===== src/rtl/game_sequencer_pkg.sv =====
`default_nettype none
// ============================================================================
// Module      : game_sequencer_pkg
// Description : Shared definitions for the frogger game-flow controller:
//               state encoding, level/lives widths and default limits.
//               The widths are also consumed by the level-display and VGA
//               blocks so every block agrees on bus sizes.
// Ports       : none (package)
// Revision    : 1.0 - initial release
// ============================================================================
package game_sequencer_pkg;

  localparam int STATE_W         = 3;
  localparam int LEVEL_W         = 4;
  localparam int LIVES_W         = 2;
  localparam int DEF_START_LIVES = 3;
  localparam int DEF_MAX_LEVEL   = 9;

  // Encodings are visible on o_State, so the values are fixed explicitly.
  typedef enum logic [STATE_W-1:0] {
    ST_IDLE  = 3'd0,
    ST_PLAY  = 3'd1,
    ST_HIT   = 3'd2,
    ST_CLEAR = 3'd3,
    ST_OVER  = 3'd4
  } state_t;

  // Level advance that sticks at the top level instead of wrapping.
  function automatic logic [LEVEL_W-1:0] level_inc(
    input logic [LEVEL_W-1:0] lvl,
    input logic [LEVEL_W-1:0] max_lvl
  );
    return (lvl >= max_lvl) ? max_lvl : lvl + LEVEL_W'(1);
  endfunction

endpackage
`default_nettype wire


===== src/rtl/game_sequencer_if.sv =====
`default_nettype none
// ============================================================================
// Module      : game_sequencer_if
// Description : Event inputs and game-state outputs of the game sequencer.
// Ports       : i_Start, i_Collision, i_Frog_At_Top  - level event inputs
//               o_State, o_Freeze, o_Reset_Frog,
//               o_Level, o_Lives, o_Flash, o_Game_Over - game-state outputs
//               modport master : event source / state consumer
//               modport slave  : the sequencer itself
// Revision    : 1.0 - initial release
// ============================================================================
interface game_sequencer_if;
  import game_sequencer_pkg::*;

  logic               i_Start;
  logic               i_Collision;
  logic               i_Frog_At_Top;
  logic [STATE_W-1:0] o_State;
  logic               o_Freeze;
  logic               o_Reset_Frog;
  logic [LEVEL_W-1:0] o_Level;
  logic [LIVES_W-1:0] o_Lives;
  logic               o_Flash;
  logic               o_Game_Over;

  modport master (
    output i_Start, i_Collision, i_Frog_At_Top,
    input  o_State, o_Freeze, o_Reset_Frog, o_Level, o_Lives, o_Flash, o_Game_Over
  );

  modport slave (
    input  i_Start, i_Collision, i_Frog_At_Top,
    output o_State, o_Freeze, o_Reset_Frog, o_Level, o_Lives, o_Flash, o_Game_Over
  );

endinterface
`default_nettype wire


===== src/rtl/game_sequencer_pause_timer.sv =====
`default_nettype none
// ============================================================================
// Module      : pause_timer
// Description : Loadable down-counter timing the HIT and CLEAR pauses.
//               Load sets PAUSE_TICKS-1, clear forces zero, enable counts
//               down and stops at zero.
// Ports       : i_Clk, i_Rst_n        - clock, async active-low reset
//               i_Load, i_Clear, i_En - counter controls (load wins)
//               o_Done                - counter is zero
//               o_Blink               - counter bit BLINK_BIT
// Revision    : 1.0 - initial release
// ============================================================================
module pause_timer #(
  parameter int PAUSE_TICKS = 25000000,
  parameter int BLINK_BIT   = 22
) (
  input  logic i_Clk,
  input  logic i_Rst_n,
  input  logic i_Load,
  input  logic i_Clear,
  input  logic i_En,
  output logic o_Done,
  output logic o_Blink
);

  localparam int c_TMR_W = $clog2(PAUSE_TICKS);

  logic [c_TMR_W-1:0] r_count;

  always_ff @(posedge i_Clk or negedge i_Rst_n) begin
    if (!i_Rst_n) begin
      r_count <= '0;
    end else if (i_Load) begin
      r_count <= c_TMR_W'(PAUSE_TICKS - 1);
    end else if (i_Clear) begin
      r_count <= '0;
    end else if (i_En && (r_count != '0)) begin
      r_count <= r_count - c_TMR_W'(1);
    end
  end

  assign o_Done = (r_count == '0);

  // Small PAUSE_TICKS values may leave no counter bit at BLINK_BIT.
  generate
    if (BLINK_BIT < c_TMR_W) begin : g_blink_bit
      assign o_Blink = r_count[BLINK_BIT];
    end else begin : g_blink_none
      assign o_Blink = 1'b0;
    end
  endgenerate

endmodule
`default_nettype wire


===== src/rtl/game_sequencer.sv =====
`default_nettype none
// ============================================================================
// Module      : game_sequencer
// Description : Frogger game-flow controller. Sequences attract, play, hit
//               pause, level-clear pause and game-over; owns level and lives;
//               pulses the frog reset; freezes play and drives a blink flag.
// Ports       : i_Clk   - system clock
//               i_Rst_n - asynchronous active-low reset
//               io_Bus  - game_sequencer_if.slave (events in, state out)
// Revision    : 1.0 - initial release
// ============================================================================
module game_sequencer
  import game_sequencer_pkg::*;
#(
  parameter int PAUSE_TICKS = 25000000,
  parameter int START_LIVES = DEF_START_LIVES,
  parameter int MAX_LEVEL   = DEF_MAX_LEVEL,
  parameter int BLINK_BIT   = 22
) (
  input  logic            i_Clk,
  input  logic            i_Rst_n,
  game_sequencer_if.slave io_Bus
);

  logic               r_start_d, r_coll_d, r_top_d;
  logic               w_start_edge, w_coll_edge, w_top_edge;
  state_t             r_state, w_state_nxt;
  logic [LEVEL_W-1:0] r_level, w_level_nxt;
  logic [LIVES_W-1:0] r_lives, w_lives_nxt;
  logic               r_reset_frog, w_reset_frog_nxt;
  logic               w_tmr_load, w_tmr_clear, w_tmr_en;
  logic               w_tmr_done, w_tmr_blink;
  logic               w_flash;

  // Edge detectors run in every state so a level held across a state change
  // can never fire later.
  always_ff @(posedge i_Clk or negedge i_Rst_n) begin
    if (!i_Rst_n) begin
      r_start_d <= 1'b0;
      r_coll_d  <= 1'b0;
      r_top_d   <= 1'b0;
    end else begin
      r_start_d <= io_Bus.i_Start;
      r_coll_d  <= io_Bus.i_Collision;
      r_top_d   <= io_Bus.i_Frog_At_Top;
    end
  end

  assign w_start_edge = io_Bus.i_Start       & ~r_start_d;
  assign w_coll_edge  = io_Bus.i_Collision   & ~r_coll_d;
  assign w_top_edge   = io_Bus.i_Frog_At_Top & ~r_top_d;

  always_ff @(posedge i_Clk or negedge i_Rst_n) begin
    if (!i_Rst_n) begin
      r_state      <= ST_IDLE;
      r_level      <= LEVEL_W'(1);
      r_lives      <= LIVES_W'(START_LIVES);
      r_reset_frog <= 1'b0;
    end else begin
      r_state      <= w_state_nxt;
      r_level      <= w_level_nxt;
      r_lives      <= w_lives_nxt;
      r_reset_frog <= w_reset_frog_nxt;
    end
  end

  always_comb begin
    w_state_nxt      = r_state;
    w_level_nxt      = r_level;
    w_lives_nxt      = r_lives;
    w_reset_frog_nxt = 1'b0;
    w_tmr_load       = 1'b0;
    w_tmr_clear      = 1'b0;
    w_tmr_en         = 1'b0;

    // Start restarts the game from any state and outranks all other events.
    if (w_start_edge) begin
      w_state_nxt      = ST_PLAY;
      w_level_nxt      = LEVEL_W'(1);
      w_lives_nxt      = LIVES_W'(START_LIVES);
      w_reset_frog_nxt = 1'b1;
      w_tmr_clear      = 1'b1;
    end else begin
      case (r_state)
        ST_IDLE: ;
        ST_PLAY: begin
          if (w_coll_edge) begin
            if (r_lives > LIVES_W'(1)) begin
              w_lives_nxt = r_lives - LIVES_W'(1);
              w_tmr_load  = 1'b1;
              w_state_nxt = ST_HIT;
            end else begin
              w_lives_nxt = '0;
              w_state_nxt = ST_OVER;
            end
          end else if (w_top_edge) begin
            w_tmr_load  = 1'b1;
            w_state_nxt = ST_CLEAR;
          end
        end
        ST_HIT, ST_CLEAR: begin
          // The timer sits at PAUSE_TICKS-1 on entry, so expiring on zero
          // gives a pause of exactly PAUSE_TICKS cycles.
          if (w_tmr_done) begin
            if (r_state == ST_CLEAR) begin
              w_level_nxt = level_inc(r_level, LEVEL_W'(MAX_LEVEL));
            end
            w_reset_frog_nxt = 1'b1;
            w_state_nxt      = ST_PLAY;
          end else begin
            w_tmr_en = 1'b1;
          end
        end
        ST_OVER: ;
        default: w_state_nxt = ST_IDLE;
      endcase
    end
  end

  pause_timer #(
    .PAUSE_TICKS (PAUSE_TICKS),
    .BLINK_BIT   (BLINK_BIT)
  ) u_pause_timer (
    .i_Clk   (i_Clk),
    .i_Rst_n (i_Rst_n),
    .i_Load  (w_tmr_load),
    .i_Clear (w_tmr_clear),
    .i_En    (w_tmr_en),
    .o_Done  (w_tmr_done),
    .o_Blink (w_tmr_blink)
  );

  // Status outputs decode registers only, so they change one cycle after
  // the triggering event edge.
  always_comb begin
    w_flash = 1'b0;
    case (r_state)
      ST_HIT, ST_CLEAR: w_flash = w_tmr_blink;
      ST_OVER:          w_flash = 1'b1;
      default:          w_flash = 1'b0;
    endcase
  end

  assign io_Bus.o_State      = r_state;
  assign io_Bus.o_Freeze     = (r_state != ST_PLAY);
  assign io_Bus.o_Reset_Frog = r_reset_frog;
  assign io_Bus.o_Level      = r_level;
  assign io_Bus.o_Lives      = r_lives;
  assign io_Bus.o_Flash      = w_flash;
  assign io_Bus.o_Game_Over  = (r_state == ST_OVER);

endmodule
`default_nettype wire


===== src/flat_wrapper.sv =====
// flat-port wrapper written by rule: the top's interface ports become plain ports
module game_sequencer_flat import game_sequencer_pkg::*;
#(
  parameter int PAUSE_TICKS = 25000000,
  parameter int START_LIVES = DEF_START_LIVES,
  parameter int MAX_LEVEL   = DEF_MAX_LEVEL,
  parameter int BLINK_BIT   = 22
)
  (i_Clk, i_Rst_n, io_Bus_i_Start, io_Bus_i_Collision, io_Bus_i_Frog_At_Top, io_Bus_o_State, io_Bus_o_Freeze, io_Bus_o_Reset_Frog, io_Bus_o_Level, io_Bus_o_Lives, io_Bus_o_Flash, io_Bus_o_Game_Over);
  game_sequencer_if io_Bus_i ();
  input  logic i_Clk;
  input  logic i_Rst_n;
  input wire logic [$bits(io_Bus_i.i_Start)-1:0] io_Bus_i_Start;
  input wire logic [$bits(io_Bus_i.i_Collision)-1:0] io_Bus_i_Collision;
  input wire logic [$bits(io_Bus_i.i_Frog_At_Top)-1:0] io_Bus_i_Frog_At_Top;
  output wire logic [$bits(io_Bus_i.o_State)-1:0] io_Bus_o_State;
  output wire logic [$bits(io_Bus_i.o_Freeze)-1:0] io_Bus_o_Freeze;
  output wire logic [$bits(io_Bus_i.o_Reset_Frog)-1:0] io_Bus_o_Reset_Frog;
  output wire logic [$bits(io_Bus_i.o_Level)-1:0] io_Bus_o_Level;
  output wire logic [$bits(io_Bus_i.o_Lives)-1:0] io_Bus_o_Lives;
  output wire logic [$bits(io_Bus_i.o_Flash)-1:0] io_Bus_o_Flash;
  output wire logic [$bits(io_Bus_i.o_Game_Over)-1:0] io_Bus_o_Game_Over;
  assign io_Bus_i.i_Start = io_Bus_i_Start;
  assign io_Bus_i.i_Collision = io_Bus_i_Collision;
  assign io_Bus_i.i_Frog_At_Top = io_Bus_i_Frog_At_Top;
  assign io_Bus_o_State = io_Bus_i.o_State;
  assign io_Bus_o_Freeze = io_Bus_i.o_Freeze;
  assign io_Bus_o_Reset_Frog = io_Bus_i.o_Reset_Frog;
  assign io_Bus_o_Level = io_Bus_i.o_Level;
  assign io_Bus_o_Lives = io_Bus_i.o_Lives;
  assign io_Bus_o_Flash = io_Bus_i.o_Flash;
  assign io_Bus_o_Game_Over = io_Bus_i.o_Game_Over;
  game_sequencer #(.PAUSE_TICKS(PAUSE_TICKS), .START_LIVES(START_LIVES), .MAX_LEVEL(MAX_LEVEL), .BLINK_BIT(BLINK_BIT)) u_core (.i_Clk(i_Clk), .i_Rst_n(i_Rst_n), .io_Bus(io_Bus_i));
endmodule

===== config.mk =====
export PLATFORM = sky130hd
export DESIGN_NAME = game_sequencer_flat
export DESIGN_NICKNAME = d
export VERILOG_FILES = /design/src/rtl/game_sequencer_pkg.sv /design/src/rtl/game_sequencer_if.sv /design/src/rtl/game_sequencer_pause_timer.sv /design/src/rtl/game_sequencer.sv /design/src/flat_wrapper.sv
export SDC_FILE = /design/constraint.sdc
export NUM_CORES = 1
export LEC_CHECK = 0
export CAP_MARGIN = 10
export CORE_ASPECT_RATIO = 2
export CORE_MARGIN = 2
export CORE_UTILIZATION = 60
export CTS_CLUSTER_DIAMETER = 80
export DETAILED_ROUTE_END_ITERATION = 8
export GPL_TIMING_DRIVEN = 0
export HOLD_SLACK_MARGIN = 0.12
export PLACE_DENSITY = 0.82
export SYNTH_ARGS = -nofsm -noshare
export SYNTH_HDL_FRONTEND = slang
export SYNTH_SLANG_ARGS = --single-unit

===== constraint.sdc =====
create_clock -name i_Clk -period 3.55 [get_ports i_Clk]
set_input_delay 0.5325 -clock i_Clk [delete_from_list [all_inputs] [get_ports i_Clk]]
set_output_delay 0.5325 -clock i_Clk [all_outputs]
set_load 0.01 [all_outputs]

==> metrics.txt <==
RR Startpoint u_core.u_pause_timer.r_count[0]; P_sw 0.659 mW; CTS buffer count 5; ratio of cells with drive above 1 in the final layout 10.9%; CP endpoint io_Bus_o_Flash; Synth top area share 41.1%; synthesized cell area 2130 um^2; RSZ-0062 raised after global routing no; Core Rows 30; HPWL Detailed 4.03 mm; Clock Sinks 38; Hold-fix buffers, CTS 0; final period utilization 75.3%; Seq/Total Area, Yosys 44.8%; CTS tree built; top cells by area, synth dfrtp_1, a21oi_1, or4_1; critical-path cell list nor2b_1, a21o_1, clkdlybuf4s50_1; post-route ant nets 0; 1st-iter DRT viols 92; worst setup path startpoint u_core.io_Bus.o_State[1]; most frequent cells in the layout dfrtp_1, a21oi_1, clkdlybuf4s50_1, nor3_1; Seq pwr share 41.8%; Synth cell types 49; Root Buffer clkbuf_8; Initial Util 63.1%; via/cell ratio 7.00; CP peak stage delay 630 ps; post-layout min period 2670 ps; WS Path Type reg2out; vias in the first global route 1928; initial antenna violation count 0; commonest non-fill, non-tap cell in the layout dfrtp_1; htree depth 2; post-DR wirelength/cell 20.7 um; die footprint 4080 um^2; post-synth top area cell dfrtp_1; WL final 5.59 mm; CTS Buffer Depth 2; max-slew violations 0; synthesis-stage register bit count 38; Setup WS post-layout 876 ps; largest net degree at the start of global routing 39; CP endpoint kind output port; Fmax 0.374 GHz; first-pass GRT wire length 9.07 mm; Setup WS pre-CTS 953 ps; Core Box Area 3380 um^2; outcome finished, final reports clean; Comb power frac 38.6%; DR DRC count 0; Mapped Cells 213; slack of the worst reg-to-reg path 950 ps; clock transition at the registers of the reported paths 80 ps; final setup vio count 0; Slowest-stage cell, CP nor2b_1; antenna cells 0; critical path arrival 2140 ps; drt first pass iters 4; Final nets 247; CP bufs+invs 1; worst hold path class in2async; crit start category flip-flop; worst reg2reg endpoint u_core.io_Bus.o_Level[2]; Hold Violations, Final 0; clk_lat worst skew 290 ps; Slew headroom 43.3%; Synth Area per Inst 10.0 um^2; vias 1890; Max Clock Skew 4.16 ps; Die Y 88.3 um; clock network fraction of total power 19.6%; crit-path leading delay family simple AND/OR/NAND/NOR gates; Post-CTS Resized 0; Setup TNS Final 0 ps; Post-Syn Nets 223; internal cell power 0.941 mW; post-CTS setup buffers 0; worst slew pin tran 851 ps; worst path required time 3020 ps; Max-Cap Viols 0; Die X-Extent 46.2 um; Ys Warns 0; Power Density 659 nW/um^2; total gr overflow 0; leakage power 0.951 nW; crit path max fanout 7; Layout area overhead 13.9%; routability cong. 0.890; reg2reg path depth 8; Ports 18; Max rail drop VDD 0.554 mV; Levels on crit path 3; # port buffers 17; sw frac 41.2%; Global Route Usage Sum 30.6%
cells in the mapped netlist, drive strengths merged:
cell / n
nor3: 15
a211oi: 7
mux2i: 1
nand4bb: 1
o21a: 1
nand4: 3
a21o: 1
o211ai: 3
a31oi: 4
a31o: 1
or3: 5
o21ai: 8
nor3b: 2
and2b: 1
nor2b: 3
ha: 5
nand3: 3
nand2b: 4
a21oi: 21
inv: 5
o31ai: 8
nor2: 11
o41ai: 1
and4: 3
xnor2: 4
clkbuf: 7
and4b: 1
or2: 4
a2111oi: 2
or4: 12
nand4b: 1
nor4: 5
nand3b: 2
dfrtp: 35
or4b: 2
nor4b: 1
dfstp: 3
xor2: 6
a41oi: 1
buf: 2
nand2: 5
or3b: 3
registers in the layout (all words and copies together), names as in the netlist:
register,cells
u_core.io_Bus.o_Level,4
u_core.io_Bus.o_Lives,2
u_core.io_Bus.o_Reset_Frog,1
u_core.io_Bus.o_State,3
u_core.r_coll_d,1
u_core.r_start_d,1
u_core.r_top_d,1
u_core.u_pause_timer.r_count,25
stage by stage:
| step | util [%] | power, mW | cells | hold slack [ps] | area, um^2 |
|---|---|---|---|---|---|
| global route | 71.9 | 1.69 | 270 | 410 | 2430 |
| detailed placement | 69.2 | 1.27 | 262 | 490 | 2340 |
| finish | 71.9 | 1.60 | 270 | 341 | 2430 |
| CTS | 71.9 | 1.59 | 270 | 367 | 2430 |
| global placement | 69.3 | 1.24 | 262 | 488 | 2340 |
| floorplan | - | 1.07 | 213 | 237 | 2130 |
logic make-up (layout without fill, tap and decap cells):
kind of cell	Yosys count	count (layout)	share of synthesized area, %
AO/OA/AOI/OAI	58	58	17.8
XOR/XNOR	10	10	4.11
adder cells (fa/ha/maj)	5	5	2.93
buffers and inverters	14	39	3.17
flip-flops	38	38	44.8
multiplexers	1	1	0.470
AND/OR/NAND/NOR	87	87	26.7
power by group through the flow:
stage	clock [mW]	combinational, mW	sequential [mW]
floorplan	0	0.429	0.641
global placement	0	0.582	0.657
detailed placement	0	0.603	0.669
CTS	0.315	0.612	0.662
global route	0.335	0.670	0.683
finish	0.314	0.618	0.669
layout make-up:
type	count	area [um^2]
buffer	9	48.8
clock buffer	7	86.3
clock inverter	1	5.00
fill	240	950
inverter	5	18.8
multi-input combinational	161	1110
sequential	38	955
tap	32	40.0
timing repair buffer	17	165
layer usage:
metal | wire length [um] | GRT usage [%] | vias to the layer above | share of wire (%)
met5 | 0 | 0 | - | 0
met4 | 278 | 17.9 | 0 | 5.0
met3 | 241 | 5.10 | 25 | 4.3
met2 | 3060 | 52.7 | 84 | 55
met1 | 2010 | 33.2 | 917 | 36
li1 | - | - | 864 | -
worst min path at each step:
stage,slack [ps],endpoint,from,depth (start not counted)
after floorplan,240,u_core.io_Bus.o_Level[1],i_Rst_n,0
after global placement,490,u_core.io_Bus.o_Lives[0],u_core.io_Bus.o_Lives[1],2
after detailed placement,490,u_core.io_Bus.o_Lives[0],u_core.io_Bus.o_Lives[1],2
after CTS,370,u_core.u_pause_timer.r_count[15],i_Rst_n,1
after global routing,410,u_core.u_pause_timer.r_count[9],i_Rst_n,1
final,340,u_core.u_pause_timer.r_count[0],i_Rst_n,1
(Power assumes the default switching activity.)
